<file path="config.mk">
export PLATFORM = sky130hd
export DESIGN_NAME = pc_sequencer
export DESIGN_NICKNAME = d
export VERILOG_FILES = /design/src/rtl/pc_sequencer.sv
export SDC_FILE = /design/constraint.sdc
export NUM_CORES = 1
export LEC_CHECK = 0
export ABC_AREA = 1
export ABC_CLOCK_PERIOD_IN_PS = 2800
export CORE_MARGIN = 2
export CORE_UTILIZATION = 55
export CTS_BUF_LIST = sky130_fd_sc_hd__clkbuf_8
export DETAILED_ROUTE_END_ITERATION = 8
export GPL_ROUTABILITY_DRIVEN = 0
export PLACE_DENSITY = 0.79
export SETUP_SLACK_MARGIN = 0.1
export SYNTH_ARGS = -nofsm -noshare
export SYNTH_HDL_FRONTEND = slang
export SYNTH_SLANG_ARGS = --single-unit
export TNS_END_PERCENT = 50
</file>
<file path="constraint.sdc">
create_clock -name clk -period 2.8 [get_ports clk]
set_input_delay 0.28 -clock clk [delete_from_list [all_inputs] [get_ports clk]]
set_output_delay 0.28 -clock clk [all_outputs]
set_load 0.02 [all_outputs]
</file>
<file path="src/rtl/pc_sequencer.sv">
// rtl/pc_sequencer.sv - program-counter sequencer with return-address stack and sticky stack error flags
module pc_sequencer #(
    parameter int PC_W  = 12,
    parameter int OFF_W = 8,
    parameter int DEPTH = 8,
    parameter int SP_W  = $clog2(DEPTH + 1)
) (
    input  logic             clk,
    input  logic             rst_n,
    input  logic             stall,
    input  logic [1:0]       pc_src,
    input  logic             call,
    input  logic [PC_W-1:0]  jump_target,
    input  logic [OFF_W-1:0] offset,
    input  logic             clear_flags,
    output logic [PC_W-1:0]  pc,
    output logic [SP_W-1:0]  sp,
    output logic             stack_full,
    output logic             stack_empty,
    output logic             stack_overflow,
    output logic             stack_underflow
);

    // Stack memory is addressed by entry number; sp counts valid entries so it
    // needs one more code point than the index does.
    localparam int IDX_W = (DEPTH > 1) ? $clog2(DEPTH) : 1;

    localparam logic [1:0] SRC_INC = 2'b00;
    localparam logic [1:0] SRC_ABS = 2'b01;
    localparam logic [1:0] SRC_RET = 2'b10;
    localparam logic [1:0] SRC_REL = 2'b11;

    logic [PC_W-1:0]  stack_mem [DEPTH];

    logic [PC_W-1:0]  pc_inc;
    logic [PC_W-1:0]  off_ext;
    logic [PC_W-1:0]  pc_rel;
    logic [IDX_W-1:0] push_idx;
    logic [IDX_W-1:0] top_idx;
    logic [PC_W-1:0]  top_entry;

    logic [PC_W-1:0]  pc_next;
    logic [SP_W-1:0]  sp_next;
    logic             do_push;
    logic             set_ovf;
    logic             set_udf;
    logic             push_en;

    // Address arithmetic shared by the increment, relative and return paths;
    // every sum simply wraps at the PC width.
    assign pc_inc   = pc + PC_W'(1);
    assign off_ext  = PC_W'($signed(offset));
    assign pc_rel   = pc_inc + off_ext;

    // Push goes to entry sp, pop reads entry sp-1; both are only used when the
    // corresponding full/empty guard is false, so the truncation never aliases.
    assign push_idx  = IDX_W'(sp);
    assign top_idx   = IDX_W'(sp - SP_W'(1));
    assign top_entry = stack_mem[top_idx];

    assign stack_full  = (sp == SP_W'(DEPTH));
    assign stack_empty = (sp == SP_W'(0));

    // Next-state decode: choose the new pc, stack movement and any error to raise.
    always_comb begin
        pc_next = pc;
        sp_next = sp;
        do_push = 1'b0;
        set_ovf = 1'b0;
        set_udf = 1'b0;
        case (pc_src)
            SRC_INC: begin
                pc_next = pc_inc;
            end
            SRC_ABS: begin
                pc_next = jump_target;
                if (call) begin
                    if (stack_full) begin
                        set_ovf = 1'b1;
                    end else begin
                        do_push = 1'b1;
                        sp_next = sp + SP_W'(1);
                    end
                end
            end
            SRC_RET: begin
                if (stack_empty) begin
                    set_udf = 1'b1;
                    pc_next = pc_inc;
                end else begin
                    pc_next = top_entry;
                    sp_next = sp - SP_W'(1);
                end
            end
            SRC_REL: begin
                pc_next = pc_rel;
            end
            default: begin
                pc_next = pc_inc;
            end
        endcase
    end

    // A push during reset or stall would be harmless to sp but is suppressed so
    // an abandoned call leaves no trace even in the don't-care entries.
    assign push_en = do_push && !stall && rst_n;

    // Program counter and stack pointer registers, frozen while stalled.
    always_ff @(posedge clk or negedge rst_n) begin
        if (!rst_n) begin
            pc <= '0;
            sp <= '0;
        end else if (!stall) begin
            pc <= pc_next;
            sp <= sp_next;
        end
    end

    // Sticky error flags: a fresh error on the same edge beats clear_flags.
    always_ff @(posedge clk or negedge rst_n) begin
        if (!rst_n) begin
            stack_overflow  <= 1'b0;
            stack_underflow <= 1'b0;
        end else if (!stall) begin
            stack_overflow  <= set_ovf | (stack_overflow  & ~clear_flags);
            stack_underflow <= set_udf | (stack_underflow & ~clear_flags);
        end
    end

    // Return-address storage; contents are not reset since only entries below sp are ever read.
    always_ff @(posedge clk) begin
        if (push_en) begin
            stack_mem[push_idx] <= pc_inc;
        end
    end

endmodule

</file>
# Yosys cells after proc, flatten, opt, wreduce, memory -nomap -nowiden
# Memories as Yosys holds them, arrays and structs flattened.
# Cells that the tools add are included.
[totals]
ramBits = 96
in_bits = 27
mem_count = 1
regBits = 18
word_cells = 45
[memory_table]
columns = ["name", "depth", "width", "rd", "rd_clocked_by_memory_dff", "wr", "line", "text"]
rows = [
  ["stack_mem", 8, 12, 1, 0, 1, "33", "logic [PC_W-1:0] stack_mem [DEPTH];"],
]
[classes]
n_addsub = 4
muxes = 16
bitwise = 6
eq_ne = 7
n_reduce_logical = 7
[ops]
columns = ["cell", "n"]
rows = [
  ["case mux 12 bit (4 select lines)", 1],
  ["adder 12 x 1 -> 12 bit (second input constant)", 1],
  ["adder 12 bit", 1],
  ["two-way mux 12 bit", 1],
  ["two-way mux 4 bit", 3],
  ["two-way mux 1 bit", 10],
  ["case mux 4 bit (2 select lines)", 1],
  ["!= test 2 bit (second input constant)", 3],
  ["AND reduction 5 bit", 1],
  ["adder 4 x 1 -> 4 bit (second input constant)", 1],
  ["equality test 2 bit (second input constant)", 2],
  ["equality test 4 bit (second input constant)", 1],
  ["logical NOT 4 bit", 1],
  ["subtractor 4 x 1 -> 4 bit (second input constant)", 1],
  ["bitwise AND 1 bit", 2],
  ["equality test 2 x 1 -> 1 bit (second input constant)", 1],
  ["logical AND 1 bit", 2],
  ["logical NOT 2 bit", 1],
  ["NOT 1 bit", 2],
  ["OR 1 bit", 2],
  ["nonzero test 2 bit", 1],
  ["logical NOT 1 bit", 1],
]

# Longest topological paths before layout
[depth]
depth_word = 8
ltp_mapped = 21

# Least setup slack after synthesis
# OpenSTA, ideal clock, no wires.
[synth_path]
kind = "flip-flop to flip-flop"
from = "register sp[0]"
to = "memory stack_mem[0][0], enable pin"
arrival_ns = 2.599
path_stages_with_launch = 10
path_slack_ns = -0.195
t_required_ns = 2.404
path_buffers = 2
path_cell_list = "dfrtp_1 buf_4 inv_2 buf_2 ha_1 nand3_1 inv_1 nor4_2 nand2_1 nor3_1"
[synth_via]
elab_chain_len = 8
[synth_rtl]
columns = ["element", "line", "text"]
rows = [
  ["start: declaration", "17", "output logic [SP_W-1:0] sp,"],
  ["start signal: assignment", "115", "sp <= sp_next;"],
  ["equality test 4 bit", "61", "assign stack_full = (sp == SP_W'(DEPTH));"],
  ["named net stack_full", "18", "output logic stack_full,"],
  ["two-way mux 1 bit", "78", "if (stack_full) begin"],
  ["two-way mux 1 bit", "77", "if (call) begin"],
  ["two-way mux 1 bit", "71", "case (pc_src)"],
  ["logical AND 1 bit (2 in series)", "106", "assign push_en = do_push && !stall && rst_n;"],
  ["two-way mux 1 bit", "132", "if (push_en) begin"],
  ["two-way mux 1 bit (implied by the code)", "133", "stack_mem[push_idx] <= pc_inc;"],
  ["end: declaration", "33", ""],
]
# The timed path passes the listed nets, and every way through them passes these cells.

# Final worst setup path
[layout_path]
from = "register sp[1]"
to = "output stack_empty"
[layout_via]
elab_chain_len = 1
[layout_rtl]
columns = ["element", "line", "text"]
rows = [
  ["logical NOT 4 bit", "62", "assign stack_empty = (sp == SP_W'(0));"],
  ["end: declaration", "19", "output logic stack_empty,"],
]
# No other way between the ends.

==> reports/results.tsv <==
stage	metric	value	unit
outcome	status	finished, final reports clean	
floorplanning	Ports	47	
layout	P&R area growth vs syn	23.3	%
layout	filler cell count in the final layout	711	
drt	Residual DRC	0	
pwr	Max IR drop VDD	0.000847	V
setup_path	CP Buf/Inv Count	2	
drt	Routed Antenna Nets	0	
clock_network	Root Buffer Master	clkbuf_8	
sta	Tmin final	2.56	ns
drt	DR iter-0 viols	382	
job	maxcap violations	0	
drt	vias	4865	
setup_path	critical path type	flop to output port	
synth	largest family of logic cells by synthesized area	simple AND/OR/NAND/NOR gates	
synth	Mapped Nets	655	
drt	routed len/inst	18.7	um
setup_path	critical path's top delay family	buffers and inverters	
placement	IO buf count	46	
grt	GRT Max-Usage Layer	met2	
sta	setup ws final	0.236	ns
synth	post-synth top area share	0.489	
setup_path	worst path cell trace	inv_2 -> ha_2 -> nand2_2 -> nor2_8 -> clkdlybuf4s50_1	
synth	number of synthesized flops with an enable pin	96	
synth	Compound-Gate Fraction of Synth Area	0.107	
sta	Slew HR	0.397	
synth	synthesis-stage register bit count	114	
synth	largest cells by area after synthesis	edfxtp_1 49%, nand2_1 8.2%, dfrtp_1 7.6%	
synth	sequential element share of the synthesized area	0.565	
synth	top_reg_cell synth	edfxtp_1	
synth	Simple-Gate Fraction of Synth Area	0.205	
floorplanning	DIE HEIGHT	108	um
sta	Final Cycle Share	0.916	
setup_path	CP Data Arrival Time	2.28	ns
drt	Vias per Instance	5.84	
floorplanning	Core Box Area	10400	um^2
synth	Synth cell types	43	
pwr	switching pwr	3160	uW
synth	Gate Count Post-Synth	606	
clock_network	clk_lat worst skew	0.44	ns
sta	Worst Max-Slew Pin Slew	0.900	ns
setup_path	R2R setup slack	0.25	ns
pwr	register share of total power	0.301	
floorplanning	Die ar.	11600	um^2
worst_hold_path	Worst Hold Class	primary input to async pin	
clock_network	Bufs on Longest Clock Path	2	
clock_network	CTS tree	yes	
clock_network	TritonCTS Buffers	17	
layout	antenna cells	0	
floorplanning	die width	108	um
pwr	Sw Share	0.410	
grt	largest net degree at the start of global routing	54	
clock_network	Max H-tree Level	4	
sta	fmax	0.390	GHz
clock_network	# clock sinks	114	
sta	final-report setup violation count	0	
grt	first-pass GRT wire length	23800	um
setup_path	slowest CP cell	clkdlybuf4s50_1	
synth	largest area contributor in the netlist	edfxtp_1	
synth	Mapped Avg Cell Area	9.73	um^2
setup_path	Worst Setup End Kind	output port	
layout	Final #Nets	734	
synth	post-synthesis mux area share	0	
sta	TNS Setup	0	ns
floorplanning	Initial Utilization	0.569	
setup_path	Startpoint Class	flop	
synth	FFs w/ async S/R, synth	0.158	
synth	post-synthesis adder-cell area fraction	0.0479	
grt	met3 Use GR	0.0726	
synth	Mapped Area	5900	um^2
grt	initial antenna violation count	0	
pwr	Comb power frac	0.468	
clock_network	clk slew on worst S/H paths	0.07	ns
synth	most common cell in the netlist	nand2_1	
grt	met1 Use GR	0.342	
grt	vias in the first global route	4752	
setup_path	critical-path maximum fanout	7	
synth	YS warnings	0	
sta	worst hold margin	0.224	ns
layout	fraction of layout cells with a size suffix above 1	0.172	
pwr	Power Density	1060	nW/um^2
synth	synth cell count leaders	129 x nand2_1, 96 x edfxtp_1, 58 x nor2_1	
pwr	Clock power frac	0.231	
pwr	Leakage Power	0.00291	uW
layout	Post-Route Utilization	0.701	
grt	met2 Usage GRT	0.471	
sta	Final Max Slew Viols	0	
synth	Synth Area in XOR/XNOR	0.0161	
grt	Global Route Usage Sum	0.278	
sta	RSZ-0062 raised after global routing	true	
sta	Setup Skew	0.00895	ns
drt	DRT Pass-1 Iters	5	
pwr	Pint	4560	uW
placement	DP Wirelength	10100	um
grt	grt ovf	0	
floorplanning	FP Rows	37	
placement	Place WS	0.0944	ns
setup_path	WP data required	2.52	ns
setup_path	Worst path max stage delay	0.64	ns
sta	Final Hold Viols	0	
drt	final WL	15600	um
==> cell usage in the layout, fill, tap and decap left out, types with 3 or more instances in the layout <==
cell               n
nand3_1           52
xor2_1             5
nand2_2            8
edfxtp_1          96
clkbuf_8          17
o21ai_0           45
nor2_4             3
nor3_2             5
inv_1             46
o211ai_1           7
o221ai_1           7
dfrtp_1           14
bufinv_16          6
nor2_1            55
ha_1              16
a21oi_1           27
dfrtp_2            4
ha_4               4
nand2_1          125
nand4_1            7
buf_4             37
clkinv_1           3
nor2_2             5
a22oi_1            4
inv_2              8
clkdlybuf4s50_1   46
o21ai_1            9
clkinv_2           3
==> registers in the layout, indices dropped and copies added (netlist names) <==
signal	flops
pc	12
stack_mem	96
stack_underflow	1
stack_overflow	1
sp	4
==> metrics by stage <==
stage / std cells / cell area, um^2 / power, uW
after floorplan: 606 / 5900 / 4630
after global placement: 790 / 6610 / 5520
after detailed placement: 790 / 6610 / 5620
after CTS: 823 / 7100 / 7460
after global routing: 833 / 7270 / 8160
final: 833 / 7270 / 7720
==> repair_timing <==
item,CTS,global route
pin swaps,2,11
endpoints found under the setup margin,4,8
gates resized for setup,6,25
hold buffers,0,0
buffers inserted,2,10
==> final timing paths <==
path / from / cells after the start / to
setup / recovery: sp[1] / 5 / stack_empty
hold / removal: rst_n / 2 / pc[10]
setup reg to reg: pc[1] / 21 / pc[9]
hold reg to reg: stack_underflow / 2 / stack_underflow
max in group asynchronous: rst_n / 2 / pc[6]
min in group clk: clear_flags / 4 / stack_underflow
==> power by group through the flow <==
| stage | sequential (uW) | clock, uW | combinational (uW) |
|---|---|---|---|
| 2_1_floorplan | 2410 | 0 | 2210 |
| 3_3_place_gp | 2330 | 0 | 3190 |
| 3_5_place_dp | 2340 | 0 | 3280 |
| 4_1_cts | 2300 | 1790 | 3360 |
| 5_1_grt | 2340 | 1880 | 3950 |
| 6_report | 2320 | 1790 | 3610 |
==> kinds of logic (layout without fill, tap and decap cells) <==
logic type                 after synthesis  after routing
AOI/OAI and AO/OA                      110            110
xor gates and xnor gates                10             10
adders and majority gates               22             22
buffers and inverters                   79            170
DFF                                    114            114
and+or+nand+nor                        271            271
==> metal layers <==
layer / vias up / wire (um) / part of all wire
met3: 48 / 1150 / 0.073
met4: 0 / 476 / 0.031
met5: - / 0 / 0
li1: 2249 / - / -
met2: 248 / 7760 / 0.50
met1: 2320 / 6220 / 0.40
==> final cells by class <==
cell class	instances	area (um^2)	share of cell area
Clock buffer	17	234	0.0322
Sequential cell	114	3340	0.459
Timing Repair Buffer	83	738	0.102
Clock inverter	14	219	0.0301
Tap cell	136	170	0.0234
Multi-Input combinational cell	413	2350	0.324
Inverter	56	219	0.0301
No activity file was read; power rests on OpenSTA's default activity.
